<file path="config.mk">
export PLATFORM = sky130hd
export DESIGN_NAME = regs_xfer_ctrl
export DESIGN_NICKNAME = d
export VERILOG_FILES = /design/src/rtl/regs_xfer_ctrl_pkg.sv /design/src/rtl/regs_xfer_ctrl_rr_arb2.sv /design/src/rtl/regs_xfer_ctrl.sv
export SDC_FILE = /design/constraint.sdc
export NUM_CORES = 1
export LEC_CHECK = 0
export BUFFER_PORTS_ARGS = -buffer_cell sky130_fd_sc_hd__buf_2
export CORE_MARGIN = 8
export CORE_UTILIZATION = 45
export DETAILED_ROUTE_END_ITERATION = 6
export PLACE_DENSITY_LB_ADDON = 0.1
export SLEW_MARGIN = 20
export SYNTH_ARGS = -nofsm -noshare
export SYNTH_HDL_FRONTEND = slang
export SYNTH_HIERARCHICAL = 1
export SYNTH_SLANG_ARGS = --single-unit
</file>
<file path="constraint.sdc">
create_clock -name Clk -period 3.3 [get_ports Clk]
set_clock_uncertainty 0.2 [all_clocks]
set_input_delay 0.165 -clock Clk [delete_from_list [all_inputs] [get_ports Clk]]
set_output_delay 0.165 -clock Clk [all_outputs]
set_load 0.01 [all_outputs]
</file>
<file path="src/rtl/regs_xfer_ctrl_pkg.sv">
// Shared types and constants for the AES register-file transfer sequencer.
// Latency: n/a (types, constants and one pure helper function).
// Backpressure: n/a.
package regs_xfer_pkg;

  typedef enum logic [1:0] {
    IDLE = 2'd0,
    XFER = 2'd1,
    DONE = 2'd2
  } xfer_state_t;

  localparam int N_WORDS = 16;   // register file depth
  localparam int BEATS   = 4;    // 32-bit words per AES block
  localparam int WORD_W  = 32;
  localparam int BLK_W   = BEATS * WORD_W;

  typedef logic [BLK_W-1:0] blk_t;

  // Word k of a block; word 0 is the most significant word.
  function automatic logic [WORD_W-1:0] blk_word(input blk_t b, input int k);
    return b[(BEATS-1-k)*WORD_W +: WORD_W];
  endfunction

endpackage

</file>
<file path="src/rtl/regs_xfer_ctrl_rr_arb2.sv">
// Two-way round-robin arbiter: combinational pick, registered last-grant pointer.
// Latency: pick is combinational; pointer updates on the edge that accepts a grant.
// Backpressure: grant_en_i low freezes the pointer; requests are simply not taken.
//
// Ports:
//   clk_i, rst_ni  : clock and asynchronous active-low reset
//   req_i[1:0]     : request levels
//   grant_en_i     : the caller takes the current pick this cycle
//   any_o          : at least one request pending
//   winner_o       : index of the picked requester (valid when any_o)
module rr_arb2 (
  input  logic       clk_i,
  input  logic       rst_ni,
  input  logic [1:0] req_i,
  input  logic       grant_en_i,
  output logic       any_o,
  output logic       winner_o
);

  logic last_q;
  logic last_d;

  always_comb begin
    winner_o = 1'b0;
    case (req_i)
      2'b01:   winner_o = 1'b0;
      2'b10:   winner_o = 1'b1;
      // Tie: the requester that was not served last goes first.
      2'b11:   winner_o = ~last_q;
      default: winner_o = 1'b0;
    endcase
  end

  assign any_o  = |req_i;
  assign last_d = (grant_en_i && any_o) ? winner_o : last_q;

  // Pointer resets to 1 so requester 0 wins the first tie.
  always_ff @(posedge clk_i or negedge rst_ni) begin
    if (!rst_ni) begin
      last_q <= 1'b1;
    end else begin
      last_q <= last_d;
    end
  end

endmodule

</file>
<file path="src/rtl/regs_xfer_ctrl.sv">
// Arbitrates two requesters onto the 16x32 AES register file and sequences 4-word block moves.
// Latency: gnt 1 cycle after req is sampled, 4 beat cycles, done in the 5th, IDLE in the 6th.
// Backpressure: req is a level held until gnt; only sampled in IDLE, ignored while busy.
//
// Ports:
//   Clk, Reset_n         : clock, asynchronous active-low reset
//   req, we              : per-requester request level and write(1)/read(0)
//   base0/1, wdata0/1    : per-requester first word address and write block
//   gnt, done            : one-cycle accept and completion pulses, one bit per requester
//   rdata                : last completed read block (word 0 in the top 32 bits)
//   busy                 : block is not IDLE
//   LD_REG, select, D_in : register file write enable, address, write data
//   D_out                : register file combinational read data
module regs_xfer_ctrl
  import regs_xfer_pkg::*;
#(
  parameter int N_WORDS = regs_xfer_pkg::N_WORDS,
  parameter int BEATS   = regs_xfer_pkg::BEATS
) (
  input  logic         Clk,
  input  logic         Reset_n,
  input  logic [1:0]   req,
  input  logic [1:0]   we,
  input  logic [3:0]   base0,
  input  logic [3:0]   base1,
  input  logic [127:0] wdata0,
  input  logic [127:0] wdata1,
  output logic [1:0]   gnt,
  output logic [1:0]   done,
  output logic [127:0] rdata,
  output logic         busy,
  output logic         LD_REG,
  output logic [4:0]   select,
  output logic [31:0]  D_in,
  input  logic [31:0]  D_out
);

  localparam int BEAT_W = (BEATS > 1) ? $clog2(BEATS) : 1;
  localparam logic [BEAT_W-1:0] LAST_BEAT = BEAT_W'(BEATS - 1);

  // Word address of beat k, wrapping inside the file; bit 4 is always 0.
  function automatic logic [4:0] word_addr(input logic [3:0] b, input logic [BEAT_W-1:0] k);
    logic [4:0] s;
    s = {1'b0, b} + 5'(k);
    if (s >= 5'(N_WORDS)) begin
      s = s - 5'(N_WORDS);
    end
    return {1'b0, s[3:0]};
  endfunction

  xfer_state_t       state_q;
  logic [BEAT_W-1:0] beat_q;
  logic              owner_q;
  logic              we_q;
  logic [3:0]        base_q;
  blk_t              wdata_q;
  blk_t              rbuf_q;
  blk_t              rbuf_d;
  blk_t              rdata_q;
  logic [1:0]        gnt_q;
  logic [1:0]        done_q;
  logic [4:0]        select_q;
  logic              ld_q;
  logic [31:0]       din_q;

  // Arbiter pick and the winner's request fields, consumed only in IDLE.
  logic       arb_any;
  logic       arb_win;
  logic       win_we;
  logic [3:0] win_base;
  blk_t       win_data;

  rr_arb2 u_arb (
    .clk_i      (Clk),
    .rst_ni     (Reset_n),
    .req_i      (req),
    .grant_en_i (state_q == IDLE),
    .any_o      (arb_any),
    .winner_o   (arb_win)
  );

  assign win_we   = we[arb_win];
  assign win_base = arb_win ? base1  : base0;
  assign win_data = arb_win ? wdata1 : wdata0;

  // Read words collect in a shadow buffer so rdata only changes when the
  // whole block is in; the final word is merged straight from D_out.
  always_comb begin
    rbuf_d = rbuf_q;
    rbuf_d[(BEATS-1-int'(beat_q))*WORD_W +: WORD_W] = D_out;
  end

  always_ff @(posedge Clk or negedge Reset_n) begin
    if (!Reset_n) begin
      state_q  <= IDLE;
      beat_q   <= '0;
      owner_q  <= 1'b0;
      we_q     <= 1'b0;
      base_q   <= '0;
      wdata_q  <= '0;
      rbuf_q   <= '0;
      rdata_q  <= '0;
      gnt_q    <= '0;
      done_q   <= '0;
      select_q <= '0;
      ld_q     <= 1'b0;
      din_q    <= '0;
    end else begin
      gnt_q  <= '0;
      done_q <= '0;
      case (state_q)
        IDLE: begin
          if (arb_any) begin
            state_q  <= XFER;
            beat_q   <= '0;
            owner_q  <= arb_win;
            we_q     <= win_we;
            base_q   <= win_base;
            wdata_q  <= win_data;
            gnt_q    <= arb_win ? 2'b10 : 2'b01;
            // Beat 0 drive values are registered here so the file port
            // never sees a combinational path from req.
            select_q <= word_addr(win_base, '0);
            ld_q     <= win_we;
            din_q    <= blk_word(win_data, 0);
          end
        end
        XFER: begin
          if (!we_q) begin
            rbuf_q <= rbuf_d;
          end
          if (beat_q == LAST_BEAT) begin
            state_q  <= DONE;
            done_q   <= owner_q ? 2'b10 : 2'b01;
            if (!we_q) begin
              rdata_q <= rbuf_d;
            end
            select_q <= '0;
            ld_q     <= 1'b0;
            din_q    <= '0;
          end else begin
            beat_q   <= beat_q + BEAT_W'(1);
            select_q <= word_addr(base_q, beat_q + BEAT_W'(1));
            din_q    <= blk_word(wdata_q, int'(beat_q) + 1);
          end
        end
        DONE: begin
          state_q <= IDLE;
          beat_q  <= '0;
        end
        default: begin
          state_q <= IDLE;
        end
      endcase
    end
  end

  assign gnt    = gnt_q;
  assign done   = done_q;
  assign rdata  = rdata_q;
  assign busy   = (state_q != IDLE);
  assign LD_REG = ld_q;
  assign select = select_q;
  assign D_in   = din_q;

endmodule
</file>
==> results of run 1 <==
## flip-flops by register name (all words and copies together) (netlist names), 2 cells and up
register	flops
rdata	128
gnt	2
select	4
D_in	32
done	2
wdata_q	128
beat_q	2
state_q	2
rbuf_q	128
base_q	4
## where the power goes
group	leakage [nW]	internal [W]	total, W	switching (W)
Clock	0.758	0.00316	0.00531	0.00215
Sequential	5.70	0.00750	0.00881	0.00131
Combinational	7.14	0.00457	0.00910	0.00454
## cell type report
class / instances / area [um2] / area share, %
Antenna cell: 1 / 2.502 / 0.009241
Tap cell: 585 / 732.0 / 2.703
Clock buffer: 66 / 1309 / 4.833
Multi-Input combinational cell: 914 / 7875 / 29.08
Clock inverter: 19 / 240.2 / 0.8872
Timing Repair Buffer: 831 / 5958 / 22.00
Inverter: 13 / 48.80 / 0.1802
Sequential cell: 436 / 10910 / 40.30
## tightest hold or removal path: stages
cell       delay (ns)
buf_2            0.07
mux2i_1          0.14
a21o_1           0.21
a2bb2oi_1        0.16
## synth_stat cells, types with 7 or more instances
master / count
dfrtp_1: 435
a22o_1: 256
mux2i_1: 132
nand2_1: 109
o21ai_0: 100
mux2_2: 96
clkbuf_1: 62
nor2_1: 40
buf_2: 37
a21o_1: 35
buf_1: 34
mux2_1: 33
a221o_1: 32
mux4_2: 32
buf_4: 20
inv_1: 13
buf_6: 11
ha_1: 7
## per-stage QoR
step / total power (W) / instances
finish: 0.02323 / 2865
global route: 0.02463 / 2865
CTS: 0.02342 / 2864
detailed placement: 0.01756 / 2476
global placement: 0.01729 / 2476
floorplan: 0.01442 / 1527
## final timing paths
check | end | depth (start not counted) | slack, ns
max | select[3] | 6 | 0.38
min | select[0] | 4 | 0.03
max reg2reg | select[3] | 6 | 0.38
min reg2reg | done[0] | 1 | 0.27
max in group asynchronous | wdata_q[42] | 4 | 2.12
min in group asynchronous | rbuf_q[32] | 3 | 0.05
## metal layers
layer / up-vias / GRT usage (%) / routed length [um] / part of all wire (%)
met4: 0 / 7.006 / 1616 / 2.6
met5: - / 0 / 0 / 0
met1: 7908 / 30.67 / 25770 / 41
met3: 105 / 5.888 / 3977 / 6.3
met2: 526 / 42.36 / 31770 / 50
li1: 7105 / - / - / -
## cell families (layout without fill, tap and decap cells)
| family | count (synthesis) | in the layout | synth area share (%) |
|---|---|---|---|
| AOI/OAI and AO/OA | 441 | 441 | 17.62 |
| xor gates and xnor gates | 1 | 1 | 0.04471 |
| adders and majority gates | 8 | 8 | 0.5492 |
| muxes | 293 | 293 | 17.84 |
| other | 1 | 2 | 0.01914 |
| buffers and inverters | 177 | 929 | 4.432 |
| and+or+nand+nor | 170 | 170 | 3.806 |
| DFF | 436 | 436 | 55.69 |
## repair_timing
| item | in CTS | in global routing |
|---|---|---|
| resized for setup | 0 | 0 |
| hold buffers | 303 | 0 |
| endpoints found under the hold margin | 692 | 0 |
==> summary.md, run 1 <==
| Metric | Value |
|---|---|
| First-pass GRT wire length | 98.33 mm |
| Fin. max-slew vios | 0 |
| Post CTS Setup Buffer Count | 0 |
| Top FF cell, synth | dfrtp_1 |
| Chip width | 224.7 um |
| Final Hold Fails | 0 |
| Routed Antenna Nets | 0 |
| FF+latch count, synth | 436 |
| Number of fill cells | 3370 |
| CP Buf/Inv Count | 2 |
| Clk_lat worst skew | 0.59 ns |
| Clock root buffer | clkbuf_16 |
| Initial DRC count | 946 |
| Slowest CP cell | a21boi_4 |
| HPWL after DPL | 41.51 mm |
| Final period util | 88.47% |
| Critical path peak fanout | 14 |
| Routability Congestion | 0.7674 |
| Headroom to the max-slew limit | 36.13% |
| Hold slack | 0.03193 ns |
| HP Start | base1[0] |
| P per Cell Area | 857.8 nW/um2 |
| Mapped Nets | 1837 |
| P_leak | 13.60 nW |
| Layout cell share with drive strength beyond 1 | 32.82% |
| Total Wirelength | 63.13 mm |
| Area growth, synth to finish | 38.20% |
| Initial antenna violation count | 1 |
| Die ar. | 50470 um2 |
| PortBufs | 471 |
| Post-synthesis cell type count | 50 |
| Most common cell after layout, fill and taps aside | buf_2 |
| Critical Path AT | 3.16 ns |
| Status | finished, final reports clean |
| Die Ht | 224.7 um |
| Crit path required time | 3.54 ns |
| Detailed Routing Iterations Pass 1 | 5 |
| Io pins | 473 |
| Synthesized area | 19590 um2 |
| Tot GR Track Use | 24.62% |
| Num CTS Buffers | 47 |
| Vias | 15640 |
| Post-Syn Instances | 1527 |
| Startpoint types | flip-flop |
| Placed instance area | 22480 um2 |
| Worst slew pin tran | 0.9569 ns |
| Area leader, netlist | dfrtp_1 |
| Pre-CTS setup slack | 0.6875 ns |
| Drt drc | 0 |
| Crit-path max cell delay | 0.65 ns |
| Drt wl/cell | 22.03 um |
| Number of enable flip-flop cells after synthesis | 0 |
| Starting Density | 45.49% |
| Clk slew on worst S/H paths | 0.06 ns |
| Clk sinks | 436 |
| Vias in the first global route | 16970 |
| Row cnt | 76 |
| Setup CP Type | flip-flop to flip-flop |
| Post-synthesis sequential area ratio | 55.69% |
| Ys async rst share | 100.0% |
| Worst setup path startpoint | u_arb/last_q |
| Fin Setup TNS | 0 ns |
| Vias per cell | 5.460 |
| Worst setup margin | 0.3804 ns |
| Max-cap violations | 0 |
| CTS tree | done |
| Fin util | 62.86% |
| Unrepaired setup endpoints after global routing | no |
| Critical path endpoint category | flip-flop |
| Largest net degree at the start of global routing | 87 |
| Yosys Warn Count | 6 |
| Highest-count cells in the layout ignoring fill and taps | 470 x buf_2, 434 x dfrtp_1, 302 x dlygate4sd3_1, 256 x a22o_1, 132 x mux2i_1 |
| Type of the worst min-delay path | input port to flip-flop |
| Remaining Overflow, GRT | 0 |
| R2r startpoint | u_arb/last_q |
| Final critical-path required period | 2.920 ns |
| Share of the synthesized area in the top cell type | 55.56% |
| Cell Chain, Critical Path | a21boi_4, buf_4, mux2_2, dlygate4sd3_1, a22oi_1, nand3_1 |
| Max Clock Freq | 342.5 MHz |
| Max H-tree Level | 2 |
| Peak supply drop | 0.4537 mV |
| Synth area leaders | dfrtp_1 56%, a22o_1 11%, mux2i_1 6.7% |
| Final nets | 2553 |
| Post-route cell area | 27080 um2 |
| Critical path's top delay family | buffers and inverters |
| Mean post-synth cell area | 12.83 um2 |
| Total core area | 43080 um2 |
| Final setup violating endpoints | 0 |
| Clock Path Buffers | 3 |
(Power assumes the default switching activity.)
==> inputs of run 2 (changes only) <==
==> constraint.sdc (replaced) <==
create_clock -name Clk -period 2.6 [get_ports Clk]
set_clock_uncertainty 0.2 [all_clocks]
set_input_delay 0.26 -clock Clk [delete_from_list [all_inputs] [get_ports Clk]]
set_output_delay 0.26 -clock Clk [all_outputs]
set_load 0.01 [all_outputs]
==> run 2 against run 1 <==
Against the previous run:
- routed wire length up 2.6%
- worst hold slack worse by 0.0082 ns
- power is 30% higher
- register-to-register slack got worse by 0.28 ns
- highest routed layer unchanged
- count of clock-buffer cells in the layout up 5
- via count is 1.7% higher
- sequential share of layout area decreased by 0.69 points
- cell count is 1.1% higher
- critical path depth increased by 2
- clock power up 26%
- worst setup slack worse by 0.31 ns
- combinational power is 34% higher
==> summary.md, run 2 (synthesis results as in run 1) <==
| Metric | Value |
|---|---|
| Status | finished, final reports clean |
| Vias per cell | 5.493 (+0.60%) |
| Final nets | 2586 (+1.3%) |
| Max Clock Freq | 396.0 MHz |
| Type of the worst min-delay path | input port to flip-flop |
| Placed instance count | 2489 (+0.53%) |
| Total core area | 43080 um2 (unchanged) |
| Max-cap violations | 0 (unchanged) |
| HPWL after DPL | 41.98 mm (+1.1%) |
| Hold slack | 0.02374 ns (-0.008193 ns) |
| Area growth, synth to finish | 40.61% |
| Final setup violating endpoints | 0 (unchanged) |
| Placed instance area | 22740 um2 (+1.2%) |
| Io pins | 473 (unchanged) |
| Crit-path max cell delay | 0.57 ns (-0.08 ns) |
| P_sw | 0.01039 W (+30%) |
| First-pass GRT wire length | 101.9 mm (+3.6%) |
| Cell Chain, Critical Path | dlygate4sd3_1, buf_2, or2_1, or3b_4, buf_12, nor2_1, a21o_1, dlygate4sd3_1 |
| Clk_lat worst skew | 0.58 ns (about the same) |
| Vias | 15910 (+1.7%) |
| Layout cell share with drive strength beyond 1 | 33.39% (+0.57 points) |
| Die Ht | 224.7 um (unchanged) |
| Unrepaired setup endpoints after global routing | no |
| Clk sinks | 436 (unchanged) |
| Sequential power share | 37.4% (-0.5 points) |
| Final Hold Fails | 0 (unchanged) |
| Clock Path Buffers | 3 (unchanged) |
| Remaining Overflow, GRT | 0 (unchanged) |
| Fin Setup TNS | 0 ns (unchanged) |
| Max H-tree Level | 2 (unchanged) |
| Critical path peak fanout | 63 (+49) |
| Row cnt | 76 (unchanged) |
| Clock root buffer | clkbuf_16 |
| Detailed Routing Iterations Pass 1 | 5 (unchanged) |
| Die ar. | 50470 um2 (unchanged) |
| Diodes inserted | 0 (-1) |
| Post-route insts no fill | 2897 (+1.1%) |
| Chip width | 224.7 um (unchanged) |
| Routed Antenna Nets | 0 (unchanged) |
| Tot GR Track Use | 25.43% (+0.81 points) |
| Clk slew on worst S/H paths | 0.06 ns (about the same) |
| Num CTS Buffers | 47 (unchanged) |
| Setup CP Type | input port to flip-flop |
| Startpoint types | input port |
| Starting Density | 45.49% (unchanged) |
| Fin. max-slew vios | 0 (unchanged) |
| Vias in the first global route | 17640 (+3.9%) |
| Final period util | 97.12% |
| Initial DRC count | 1000 (+5.7%) |
| Final critical-path required period | 2.525 ns |
| Initial antenna violation count | 0 (-1) |
| Headroom to the max-slew limit | 57.65% (+22 points) |
| CTS tree | done |
| Total Wirelength | 64.79 mm (+2.6%) |
| CP dominant cell by count | dlygate4sd3_1 |
| Worst slew pin tran | 0.6352 ns (-0.3217 ns) |
| Int Power | 0.01971 W (+29%) |
| Critical path endpoint category | flip-flop |
| P per Cell Area | 1093 nW/um2 (+27%) |
| Most common cell after layout, fill and taps aside | buf_2 |
| PortBufs | 471 (unchanged) |
| Slowest CP cell | dlygate4sd3_1 |
| Routability Congestion | 0.8192 (+6.8%) |
| Peak supply drop | 0.4875 mV (+7.4%) |
| Crit path required time | 2.85 ns (-0.69 ns) |
| Post-route cell area | 27550 um2 (+1.7%) |
| Largest net degree at the start of global routing | 82 (-5.7%) |
| Highest-count cells in the layout ignoring fill and taps | 470 x buf_2, 434 x dfrtp_1, 318 x dlygate4sd3_1, 256 x a22o_1, 130 x mux2i_1 |
| Drt drc | 0 (unchanged) |
| Drt wl/cell | 22.37 um (+1.5%) |
| Critical Path AT | 2.77 ns (-0.39 ns) |
| Switching part of the total power | 34.51% (+0.076 points) |
| P_leak | 13.83 nW (+1.7%) |
| Clk pwr share | 22.2% (-0.7 points) |
| Logic pwr share | 40.4% (+1.2 points) |
run 2: cell types whose count changed in the layout (fill, tap and decap cells not counted), moves of 2 or more:
cell,change
clkbuf_8,+11
and2_2,-4
bufinv_16,-4
mux2i_1,-2
nor2_1,-2
buf_12,+12
clkbuf_1,-6
buf_4,+2
nor2_2,+2
mux2i_2,+2
and2_1,+4
dlygate4sd3_1,+16
run 2: path summary, 6_finish.rpt:
kind                            cells past startpoint  slack (ns)            to    startpoint
worst max-delay path                                8        0.07  wdata_q[104]        req[1]
worst min-delay path                                4        0.02   wdata_q[96]    wdata1[96]
worst max register to register                      7        0.10  wdata_q[109]  u_arb/last_q
worst min register to register                      1        0.26       done[0]       owner_q
max in group asynchronous                           3        1.32    rbuf_q[63]       Reset_n
min in group asynchronous                           2        0.06   rbuf_q[102]       Reset_n
run 2: per-stage QoR:
stage	worst slack [ns]	power (W)	util (%)
floorplan	0.03932	0.01838	-
global placement	0.3152	0.02227	52.78
detailed placement	0.2708	0.02261	52.78
CTS	0.01523	0.03016	63.77
global route	0.01147	0.03186	63.96
finish	0.07492	0.03010	63.96
run 2: per-layer routing:
layer	track usage (%)	wire, um
met5	0	0
met4	9.327	2188
met3	5.588	4072
met2	43.73	32030
met1	31.19	26500
run 2: cell type report:
cell class	instances	area, um2
fillers	3255	15520
clock buffers	71	1438
inverters	13	48.80
well taps	585	732.0
clock inverters	14	115.1
multi-input cells	915	7895
flip-flops and latches	436	10910
repair buffers	863	6410
run 2: what timing repair did:
action,in CTS,in global routing
endpoints found under the hold margin,794,0
gates resized for setup,0,6
setup endpoints to repair,0,22
hold buffers,318,0
buffers inserted,0,3
run 2: power by group through the flow:
stage,clock [W],sequential [W],combinational [W]
detailed placement,0,0.0113,0.0113
floorplan,0,0.0112,0.00720
global placement,0,0.0112,0.0110
finish,0.00668,0.0112,0.0122
CTS,0.00681,0.0112,0.0121
global route,0.00710,0.0115,0.0132
run 2: worst max-delay path, delay by kind of cell:
family,cells,cell delay (ns)
buf+inv,4,1.55
simple gates,3,0.77
compound gates,1,0.17
==> inputs of run 3 (changes only) <==
- CAP_MARGIN: unset -> 20
- REMOVE_ABC_BUFFERS: unset -> 1
==> run 3 against run 2 <==
Against the previous run:
- first-iteration DRC count up 2.4%
- clock power barely moved
- combinational power hardly changed
- non-clock buffer count down 9
- sequential share of layout area rose by 0.18 points
- routed wire length down 0.21%
- register-to-register slack got worse by 0.04 ns
- worst hold slack improved by 0.014 ns
- power shrank 0.77%
- cell count unchanged
- sequential power about the same
- worst setup slack got worse by 0.060 ns
==> summary.md, run 3 (synthesis results as in run 1) <==
| Metric | Value |
|---|---|
| Chip width | 224.7 um (unchanged) |
| CTS tree | done |
| Post-route insts no fill | 2897 (unchanged) |
| Die ar. | 50470 um2 (unchanged) |
| Crit path required time | 2.84 ns (about the same) |
| Clk slew on worst S/H paths | 0.06 ns (about the same) |
| Initial DRC count | 1024 (+2.4%) |
| Status | finished, final reports clean |
| Final period util | 99.44% (+2.3 points) |
| Final Hold Fails | 0 (unchanged) |
| First-pass GRT wire length | 100.3 mm (-1.5%) |
| Largest net degree at the start of global routing | 90 (+9.8%) |
| CP dominant cell by count | dlygate4sd3_1 |
| Drt wl/cell | 22.32 um (-0.21%) |
| Clock Path Buffers | 3 (unchanged) |
| Vias | 16010 (+0.58%) |
| Logic pwr share | 40.5% (about the same) |
| Critical Path AT | 2.83 ns (+0.06 ns) |
| P per Cell Area | 1089 nW/um2 (-0.31%) |
| Total core area | 43080 um2 (unchanged) |
| P_sw | 0.01033 W (-0.57%) |
| Clk sinks | 436 (unchanged) |
| Total chip power | 0.02987 W (-0.77%) |
| Final critical-path required period | 2.586 ns (+0.06044 ns) |
| Vias in the first global route | 17340 (-1.7%) |
| Vias per cell | 5.525 (+0.58%) |
| Fin. max-slew vios | 0 (unchanged) |
| Int Power | 0.01954 W (-0.88%) |
| Remaining Overflow, GRT | 0 (unchanged) |
| Area growth, synth to finish | 39.96% |
| HPWL after DPL | 40.32 mm (-4.0%) |
| Die Ht | 224.7 um (unchanged) |
| Routed Antenna Nets | 0 (unchanged) |
| Total Wirelength | 64.66 mm (-0.21%) |
| Crit-path max cell delay | 0.61 ns (+0.04 ns) |
| Io pins | 473 (unchanged) |
| Startpoint types | input port |
| Highest-count cells in the layout ignoring fill and taps | 470 x buf_2, 434 x dfrtp_1, 314 x dlygate4sd3_1, 256 x a22o_1, 130 x mux2i_1 |
| Routability Congestion | 0.7719 (-5.8%) |
| Starting Density | 45.49% (unchanged) |
| Slowest CP cell | dlygate4sd3_1 |
| Max Clock Freq | 386.8 MHz (-2.3%) |
| Final setup violating endpoints | 0 (unchanged) |
| Most common cell after layout, fill and taps aside | buf_2 |
| Switching part of the total power | 34.58% (+0.071 points) |
| Placed instance area | 22660 um2 (-0.34%) |
| Detailed Routing Iterations Pass 1 | 6 (+1) |
| Max-cap violations | 0 (unchanged) |
| Critical path endpoint category | flip-flop |
| Tot GR Track Use | 25.20% (-0.23 points) |
| Headroom to the max-slew limit | 52.26% (-5.4 points) |
| Clock root buffer | clkbuf_16 |
| Setup CP Type | input port to flip-flop |
| Sequential power share | 37.2% (-0.2 points) |
| Cell Chain, Critical Path | dlygate4sd3_1, buf_2, a21boi_4, buf_4, mux2_2, dlygate4sd3_1, a22oi_1, nand3_1 |
| Final nets | 2576 (-0.39%) |
| Max H-tree Level | 2 (unchanged) |
| PortBufs | 471 (unchanged) |
| Clk pwr share | 22.3% (about the same) |
| Type of the worst min-delay path | input port to flip-flop |
| Fin util | 63.66% (-0.30 points) |
| Placed instance count | 2486 (-0.12%) |
| Layout cell share with drive strength beyond 1 | 33.06% (-0.33 points) |
| Worst slew pin tran | 0.7161 ns (+0.08088 ns) |
| Initial antenna violation count | 7 (+7) |
| Post-route cell area | 27420 um2 (-0.46%) |
| Row cnt | 76 (unchanged) |
| Unrepaired setup endpoints after global routing | yes |
| Num CTS Buffers | 47 (unchanged) |
| Hold slack | 0.03794 ns (+0.01419 ns) |
| Peak supply drop | 0.5495 mV (+13%) |
| Clk_lat worst skew | 0.57 ns (about the same) |
| P_leak | 13.79 nW (-0.32%) |
| Drt drc | 0 (unchanged) |
| Critical path peak fanout | 11 (-83%) |
run 3: changes by cell type in the layout (fill, tap and decap cells not counted), sizes merged:
cell and delta:
dlygate4sd3 -4, clkinv +3, dlymetal6s4s +1, or3b -1, diode +7, clkbuf +1, buf -5, clkinvlp -2
run 3: critical path, delay by kind of cell:
family                 cells  cell delay [ns]
buffers and inverters      4             1.61
AOI/OAI and AO/OA          2             0.47
muxes                      1             0.38
and+or+nand+nor            1             0.11
run 3: path summary, 6_finish.rpt:
kind / startpoint / endpoint / slack (ns) / cells past startpoint
worst max-delay path: req[0] / select[3] / 0.01 / 8
worst min-delay path: wdata0[103] / D_in[7] / 0.04 / 4
worst max register to register: u_arb/last_q / select[3] / 0.06 / 6
worst min register to register: owner_q / done[0] / 0.24 / 1
max in group asynchronous: Reset_n / u_arb/last_q / 1.32 / 3
min in group asynchronous: Reset_n / rdata[104] / 0.10 / 2
run 3: layer usage:
metal	GRT usage, %	share of wire [%]	vias up
met5	0	0.015	-
met1	32.09	41	8142
met2	42.02	49	603
li1	-	-	7155
met3	6.487	7.0	103
met4	7.575	2.6	2
run 3: cell type report:
class	count	area [um2]
Antenna cell	7	17.52
Clock buffer	73	1435
Clock inverter	15	115.1
Fill cell	3301	15650
Inverter	13	48.80
Multi-Input combinational cell	914	7878
Sequential cell	436	10910
Tap cell	585	732.0
Timing Repair Buffer	854	6285
run 3: power by group through the flow:
| stage | clock (W) | sequential, W | combinational [W] |
|---|---|---|---|
| 2_1_floorplan | 0 | 0.0116 | 0.00686 |
| 3_3_place_gp | 0 | 0.0111 | 0.0111 |
| 3_5_place_dp | 0 | 0.0112 | 0.0113 |
| 4_1_cts | 0.00678 | 0.0111 | 0.0121 |
| 5_1_grt | 0.00705 | 0.0114 | 0.0132 |
| 6_report | 0.00665 | 0.0111 | 0.0121 |
run 3: per-stage QoR:
| step | setup WS [ns] | setup TNS (ns) |
|---|---|---|
| after CTS | 0.008960 | 0 |
| final | 0.01448 | 0 |
| after floorplan | -13.79 | -3037.92 |
| after detailed placement | 0.1926 | 0 |
| after global routing | -0.06062 | -0.1837 |
| after global placement | 0.2500 | 0 |
run 3: repair_timing:
action                                 in CTS  in global routing
hold buffers                              315                  0
resized for setup                           0                  9
setup endpoints to repair                   0                 26
endpoints found under the hold margin     500                  0
buffers inserted                            0                  1
